File: config.mk
export PLATFORM = sky130hd
export DESIGN_NAME = metro_fare_arbiter
export DESIGN_NICKNAME = d
export VERILOG_FILES = /design/src/rtl/metro_fare_arbiter.sv
export SDC_FILE = /design/constraint.sdc
export NUM_CORES = 1
export LEC_CHECK = 0
export CAP_MARGIN = 10
export CORE_ASPECT_RATIO = 0.8
export CORE_UTILIZATION = 46
export DETAILED_ROUTE_END_ITERATION = 12
export PLACE_DENSITY = 0.91
export SYNTH_ARGS = -nofsm -noshare
export SYNTH_HDL_FRONTEND = slang
export SYNTH_SLANG_ARGS = --single-unit
export TNS_END_PERCENT = 5
File: constraint.sdc
create_clock -name clk -period 2.68 [get_ports clk]
set_clock_uncertainty 0.05 [all_clocks]
set_input_delay 0.268 -clock clk [delete_from_list [all_inputs] [get_ports clk]]
set_output_delay 0.268 -clock clk [all_outputs]
set_load 0.05 [all_outputs]
File: src/rtl/metro_fare_arbiter.sv
// Round-robin arbiter that shares one fare checker between several turnstile
// lanes. A granted lane's code and balance are latched and offered to the
// checker. The result, or a timeout verdict, is strobed back to that lane.
module metro_fare_arbiter #(
  parameter int LANES      = 4,
  parameter int CODE_BITS  = 6,
  parameter int MONEY_BITS = 14,
  parameter int TIMEOUT    = 15
) (
  input  logic                        clk,
  input  logic                        reset,
  input  logic                        ena,
  input  logic [LANES-1:0]            req,
  input  logic [LANES*CODE_BITS-1:0]  lane_code,
  input  logic [LANES*MONEY_BITS-1:0] lane_balance,
  output logic                        chk_valid,
  output logic [CODE_BITS-1:0]        chk_code,
  output logic [MONEY_BITS-1:0]       chk_balance,
  input  logic                        chk_ready,
  input  logic                        chk_done,
  input  logic                        chk_ok,
  input  logic [MONEY_BITS-1:0]       chk_new_balance,
  output logic [LANES-1:0]            grant,
  output logic [LANES-1:0]            lane_done,
  output logic                        lane_ok,
  output logic [MONEY_BITS-1:0]       lane_new_balance,
  output logic                        busy
);

  localparam int IW = (LANES > 1) ? $clog2(LANES) : 1;

  typedef enum logic [1:0] {IDLE, ISSUE, WAIT, REPLY} state_t;

  state_t                state, state_nxt;
  logic [IW-1:0]         rr_ptr;
  logic [IW-1:0]         gnt_idx;
  logic [IW-1:0]         idx_nxt;
  logic [IW-1:0]         pick;
  logic                  found;
  int                    cand;
  logic [7:0]            cnt;
  logic [8:0]            cnt_inc;
  logic                  timeout;
  logic                  res_ok;
  logic [MONEY_BITS-1:0] res_bal;
  logic                  suppress;

  function automatic logic [IW-1:0] next_lane(input logic [IW-1:0] i);
    if (int'(i) == LANES - 1) return '0;
    else return i + IW'(1);
  endfunction

  function automatic logic [LANES-1:0] onehot(input logic [IW-1:0] i);
    logic [LANES-1:0] v;
    v    = '0;
    v[i] = 1'b1;
    return v;
  endfunction

  // Round-robin search: first requesting lane at or after rr_ptr.
  always_comb begin
    found = 1'b0;
    pick  = '0;
    cand  = 0;
    for (int i = 0; i < LANES; i++) begin
      cand = (int'(rr_ptr) + i) % LANES;
      if (!found && req[IW'(cand)]) begin
        found = 1'b1;
        pick  = IW'(cand);
      end else begin
        found = found;
      end
    end
  end

  // Next-state logic; a checker result beats a simultaneous timeout.
  always_comb begin
    state_nxt = state;
    cnt_inc   = {1'b0, cnt} + 9'd1;
    timeout   = (cnt_inc >= 9'(TIMEOUT));
    case (state)
      IDLE:    if (found) state_nxt = ISSUE; else state_nxt = IDLE;
      ISSUE: begin
        if (chk_ready)          state_nxt = WAIT;
        else if (!req[gnt_idx]) state_nxt = IDLE;
        else                    state_nxt = ISSUE;
      end
      WAIT:    if (chk_done || timeout) state_nxt = REPLY; else state_nxt = WAIT;
      REPLY:   state_nxt = IDLE;
      default: state_nxt = IDLE;
    endcase
    if (state == IDLE) idx_nxt = pick;
    else               idx_nxt = gnt_idx;
  end

  // State register.
  always_ff @(posedge clk or posedge reset) begin
    if (reset)    state <= IDLE;
    else if (ena) state <= state_nxt;
  end

  // Datapath: latching, timeout counter, pointer, result and registered outputs.
  always_ff @(posedge clk or posedge reset) begin
    if (reset) begin
      rr_ptr           <= '0;
      gnt_idx          <= '0;
      cnt              <= 8'd0;
      res_ok           <= 1'b0;
      res_bal          <= '0;
      suppress         <= 1'b0;
      chk_code         <= '0;
      chk_balance      <= '0;
      chk_valid        <= 1'b0;
      grant            <= '0;
      busy             <= 1'b0;
      lane_done        <= '0;
      lane_ok          <= 1'b0;
      lane_new_balance <= '0;
    end else if (ena) begin
      lane_done <= '0;
      lane_ok   <= 1'b0;
      chk_valid <= (state_nxt == ISSUE);
      busy      <= (state_nxt != IDLE);
      grant     <= (state_nxt == IDLE) ? '0 : onehot(idx_nxt);
      case (state)
        IDLE: begin
          if (found) begin
            gnt_idx     <= pick;
            chk_code    <= lane_code[int'(pick)*CODE_BITS +: CODE_BITS];
            chk_balance <= lane_balance[int'(pick)*MONEY_BITS +: MONEY_BITS];
            suppress    <= 1'b0;
          end
        end
        ISSUE: begin
          if (chk_ready) begin
            cnt <= 8'd0;
            if (!req[gnt_idx]) suppress <= 1'b1;
          end else if (!req[gnt_idx]) begin
            rr_ptr <= next_lane(gnt_idx);
          end
        end
        WAIT: begin
          cnt <= (cnt == 8'hFF) ? cnt : cnt + 8'd1;
          if (!req[gnt_idx]) suppress <= 1'b1;
          if (chk_done) begin
            res_ok  <= chk_ok;
            res_bal <= chk_new_balance;
          end else if (timeout) begin
            res_ok  <= 1'b0;
            res_bal <= chk_balance;
          end
        end
        REPLY: begin
          rr_ptr <= next_lane(gnt_idx);
          if (!suppress && req[gnt_idx]) begin
            lane_done        <= onehot(gnt_idx);
            lane_ok          <= res_ok;
            lane_new_balance <= res_bal;
          end
        end
        default: begin
          rr_ptr <= '0;
        end
      endcase
    end
  end

endmodule

# Word level (Yosys, flattened, before mapping)
# Cells that the tools add are included.
# Widths: inputs -> output; s select.
# classes
addsub	6
n_mul	2
div	0
n_lt_le_gt_ge	9
eq_ne	11
n_shift	2
muxes	52
bitwise_logic	0
n_reduce_logical	24
# op_table
op	count
$shiftx 56x7->14	1
$mux 14	2
$mux 1	25
$shiftx 24x6->6	1
$mux 2	9
$lt 2x4->1 const B	4
$mux 8	2
$pmux 8 s2	1
$mux 4	3
$reduce_and 4->1	3
$bmux 1 s2	5
$ne 2x2->1 const B	5
$add 8x1->9 const B	1
$ge 9x4->1 const B	1
$reduce_and 3->1	3
$add 8x1->8 const B	1
$eq 8x8->1 const B	1
$pmux 2 s4	1
$reduce_bool 2->1	4
$eq 2x1->1 const B	3
$logic_and 1x1->1	6
$lt 2x3->1 const B	2
$mul 2x3->5 const B	1
$add 2x1->2 const B	2
11 further kinds	19
# totals
register_bits	75
latch_bits	0
mem_bits_rw	0
romBits	0
in_bits	104
wordCells	121
n_memories	0

# Logic depth before layout (Yosys ltp)
# depth
ltp_word	19
depth_mapped	8
ltp_nobuf	7

# Least setup slack after synthesis
# OpenSTA, ideal clock, no wires.
# synth_timing
path_type	register to register
start	reg cnt[0]
end	reg res_bal[0]
arrival_time_ns	2.129
slack_ns	0.376
stages_incl_launch_ff	8
path_buffers	1
cell_sequence	dfrtp_1 > ha_1 > xor2_1 > a221o_1 > o311a_1 > o211ai_4 > buf_6 > mux2_2
# synth_between
elab_chain_cells	4
# synth_lines
element	line	source
from (decl)	41	logic [7:0] cnt;
from (signal assigned)	143	cnt <= (cnt == 8'hFF) ? cnt : cnt + 8'd1;
$add 8x1->9	79	cnt_inc = {1'b0, cnt} + 9'd1;
$ge 9x4->1	80	timeout = (cnt_inc >= 9'(TIMEOUT));
$reduce_bool 2->1 (no line)	-	
$reduce_and 3->1 (no line)	-	
to (signal assigned)	147	res_bal <= chk_new_balance;
to (signal assigned)	150	res_bal <= chk_balance;
to (decl)	45	logic [MONEY_BITS-1:0] res_bal;
# No other way between the ends.
# A chain may end at the register's enable or synchronous reset.

# Final worst setup path
# layout_timing
start	reg cnt[0]
end	reg res_bal[13]
# The elaborated chain is that of the path after synthesis.

==> results.md <==
- Outcome: finished clean
- Total routing resource utilization after global routing: 0.279
- Filler Cell Count: 652
- Antenna violations before repair: 0
- Chip width: 110 um
- Area of the die: 9740 sq um
- Wire length reported by the detailed router: 12.9 mm
- Number of max-slew violations in the final report: 0
- Top area cells in the synthesized netlist: sky130_fd_sc_hd__dfrtp_1 44%, sky130_fd_sc_hd__mux2_2 11%, sky130_fd_sc_hd__a211oi_1 7.3%
- Post-synthesis net count: 542
- Crit Path Category: reg2reg
- Area overhead of the layout relative to synthesis: 46.3%
- First-pass GRT wire length: 20.4 mm
- Maximum cell stage delay along the critical path: 0.50 ns
- Clock tree from TritonCTS: yes
- Number of detailed-route iterations in the first pass: 4
- Max IR drop VDD: 695 uV
- Reg clk slew, reported paths: 0.07 ns
- Cell type with the highest aggregate area in the netlist: sky130_fd_sc_hd__dfrtp_1
- DRC Markers: 0
- Register cell area after layout: 1880 sq um
- Clock network power share: 0.201
- Initial standard-cell utilization of the core: 0.474
- DR iter-0 viols: 284
- Crit start category: flop
- Cell area after technology mapping: 4300 sq um
- Core Area: 9080 sq um
- Flip-flop cell with the highest count after synthesis: sky130_fd_sc_hd__dfrtp_1
- Bufs and invs on worst path: 1
- Kind of end point of the critical path: flop
- Areal power density over the cells: 1060 nW/um^2
- Maximum buffer depth of the clock tree: 2
- Path class of the lowest-slack min-delay path: in2async
- Share of the synthesized area in the top cell type: 0.437
- Crit-path max FO: 15
- Utilization of the core after routing: 0.693
- Die height: 88.5 um
- Sink count of the clock tree: 75
- Mean routed wirelength per cell: 18.6 um
- Cell-internal power: 3730 uW
- Pin count of the biggest net entering global routing: 45
- Sequential cell fraction of total power: 0.294
- HPWL after detailed placement: 9.54 mm
- H-tree levels: 3
- Proportion of synthesized flip-flops having asynchronous set or reset: 1.00
- Data required time of the worst path: 2.85 ns
- Number of top-level pins: 149
- Max stage delay cell, worst path: sky130_fd_sc_hd__dfrtp_1
- Final weighted congestion of routability-driven global placement: 0.940
- Number of non-filler instances in the completed layout: 693
- Period utilization: 0.925
- Final Hold Fails: 0
- Most frequent cells in the layout: 148 x sky130_fd_sc_hd__clkdlybuf4s50_1, 75 x sky130_fd_sc_hd__dfrtp_1, 43 x sky130_fd_sc_hd__mux2_2
- Instance count of the mapped netlist: 427
- Most frequent standard cell in the layout excluding fill and tap cells: sky130_fd_sc_hd__clkdlybuf4s50_1
- Slew at the pin closest to its max-slew limit: 0.762 ns
- Average cell area after synthesis: 10.1 sq um
- Nets: 688
- P_leak: 0.00276 uW
- Via count: 4082
- Synth unique cells: 48
- Layout cell share with drive strength beyond 1: 0.157
- Antenna Diode Count: 0
- Relative slew slack: 0.491
- Number of warnings printed during yosys synthesis: 0
- Flops & latches, synth: 75
- Row count: 31
- Unrepaired setup endpoints after global routing: false
- Worst path cell trace: ha_2 > nand3_1 > nor3_1 > o221ai_2 > o211ai_4 > buf_4 > mux2_2
- Psw: 2930 uW
- Number of cells in the design after placement: 677
- # port buffers: 148
- Via count of the first global-routing pass: 4148
- Via density per instance: 5.89
- Number of endpoints failing setup at the final stage: 0
- Max-cap violations: 0
- Post-synth EDFFs: 0
- Total CTS buffers: 9
- Arrival time of the worst setup path: 2.65 ns
- Shortest clock period the worst path allows after layout: 2.48 ns
- Source-to-sink clock delay at the later pin of the worst-skew pair: 0.33 ns
- Max Clk Rate: 403 MHz
- Area of combinational cells with multiple inputs: 2200 sq um
- Register area share after synthesis: 0.437
- Proportion of total power due to net switching: 0.440
- CTS Root Cell: sky130_fd_sc_hd__clkbuf_16
- Aggregate negative setup slack: 0 ns
- Worst path top cell family by delay: flip-flops
- Remaining antenna violation count after routing: 0
- Power share of the combinational group: 0.505
- Grt total ovfl: 0
[layout make-up]
class,instances,area share
well taps,115,0.0229
flip-flops and latches,75,0.298
clock buffers,9,0.0358
inverters,24,0.0143
repair buffers,168,0.261
clock inverters,7,0.0169
multi-input cells,295,0.350
[registers in the layout (all words and copies together), names as in the netlist]
register / cells
chk_balance: 14
lane_new_balance: 14
cnt: 8
chk_code: 6
rr_ptr: 2
lane_done: 4
lane_ok: 1
state: 2
suppress: 1
res_ok: 1
res_bal: 14
chk_valid: 1
grant: 4
busy: 1
gnt_idx: 2
[worst reg2reg max path, cell delays in order (launching register included)]
cell                       delay, ns
sky130_fd_sc_hd__dfrtp_1        0.50
sky130_fd_sc_hd__ha_2           0.32
sky130_fd_sc_hd__nand3_1        0.19
sky130_fd_sc_hd__nor3_1         0.29
sky130_fd_sc_hd__o221ai_2       0.21
sky130_fd_sc_hd__o211ai_4       0.19
sky130_fd_sc_hd__buf_4          0.26
sky130_fd_sc_hd__mux2_2         0.37
[cell usage after synthesis, types with 2 or more instances]
master / n
sky130_fd_sc_hd__a211oi_1: 42
sky130_fd_sc_hd__o211ai_1: 4
sky130_fd_sc_hd__o22ai_1: 6
sky130_fd_sc_hd__a21oi_1: 5
sky130_fd_sc_hd__ha_1: 11
sky130_fd_sc_hd__a32oi_1: 4
sky130_fd_sc_hd__nor4_1: 3
sky130_fd_sc_hd__nand2_1: 33
sky130_fd_sc_hd__mux2_2: 43
sky130_fd_sc_hd__nor2_1: 14
sky130_fd_sc_hd__buf_2: 4
sky130_fd_sc_hd__dfrtp_1: 75
sky130_fd_sc_hd__a21o_1: 3
sky130_fd_sc_hd__clkbuf_1: 27
sky130_fd_sc_hd__a211o_1: 3
sky130_fd_sc_hd__and2_1: 2
sky130_fd_sc_hd__a221oi_1: 4
sky130_fd_sc_hd__and3_1: 41
sky130_fd_sc_hd__a31oi_1: 2
sky130_fd_sc_hd__nor3_1: 4
sky130_fd_sc_hd__xor2_1: 2
sky130_fd_sc_hd__inv_1: 24
sky130_fd_sc_hd__o21ai_0: 15
sky130_fd_sc_hd__o31ai_1: 22
sky130_fd_sc_hd__nand2b_1: 6
sky130_fd_sc_hd__nand3_1: 6
[stage by stage]
stage	setup slack [ns]	power, uW	hold WS (ns)	cell area, sq um
floorplan	0.376	4070	0.361	4300
global placement	0.316	5160	0.413	5960
detailed placement	0.203	5290	0.427	5960
CTS	0.160	6670	0.370	6290
global route	0.0518	6990	0.422	6290
finish	0.200	6660	0.337	6290
[worst paths after layout]
path / to / slack, ns / startpoint / cells past startpoint
min in group clk: chk_code[0] / 0.43 / chk_code[0] / 2
max in group asynchronous: state[1] / 1.52 / reset / 3
worst min-delay path: lane_new_balance[8] / 0.34 / reset / 2
worst max-delay path: res_bal[13] / 0.20 / cnt[0] / 7
worst min register to register: chk_code[0] / 0.43 / chk_code[0] / 2
worst max register to register: res_bal[13] / 0.20 / cnt[0] / 7
[metal layers]
layer	global-route usage	wire length (um)	share of wire
met5	0	0	0
met4	0.124	400	0.031
met3	0.0589	798	0.062
met2	0.485	6380	0.49
met1	0.336	5310	0.41
[kinds of logic after synthesis]
| kind of cell | after synthesis | share of synthesized area |
|---|---|---|
| flip-flops | 75 | 0.437 |
| AO/OA/AOI/OAI | 120 | 0.206 |
| AND/OR/NAND/NOR | 116 | 0.146 |
| buffers and inverters | 57 | 0.0527 |
| XOR/XNOR | 3 | 0.00611 |
| adder cells (fa/ha/maj) | 11 | 0.0320 |
| multiplexers | 45 | 0.120 |
[repair_timing]
item                       CTS  global route
buffers inserted             0             0
setup endpoints to repair    0            14
resized for setup            0             1
hold buffers                 0             0
[power groups by stage]
stage,Combinational [uW],Clock (uW),Sequential (uW)
2_1_floorplan,1260,0,2810
3_3_place_gp,3240,0,1920
3_5_place_dp,3320,0,1960
4_1_cts,3360,1360,1950
5_1_grt,3580,1400,2010
6_report,3360,1340,1960
Note: power is estimated with default switching activity, not from simulation.
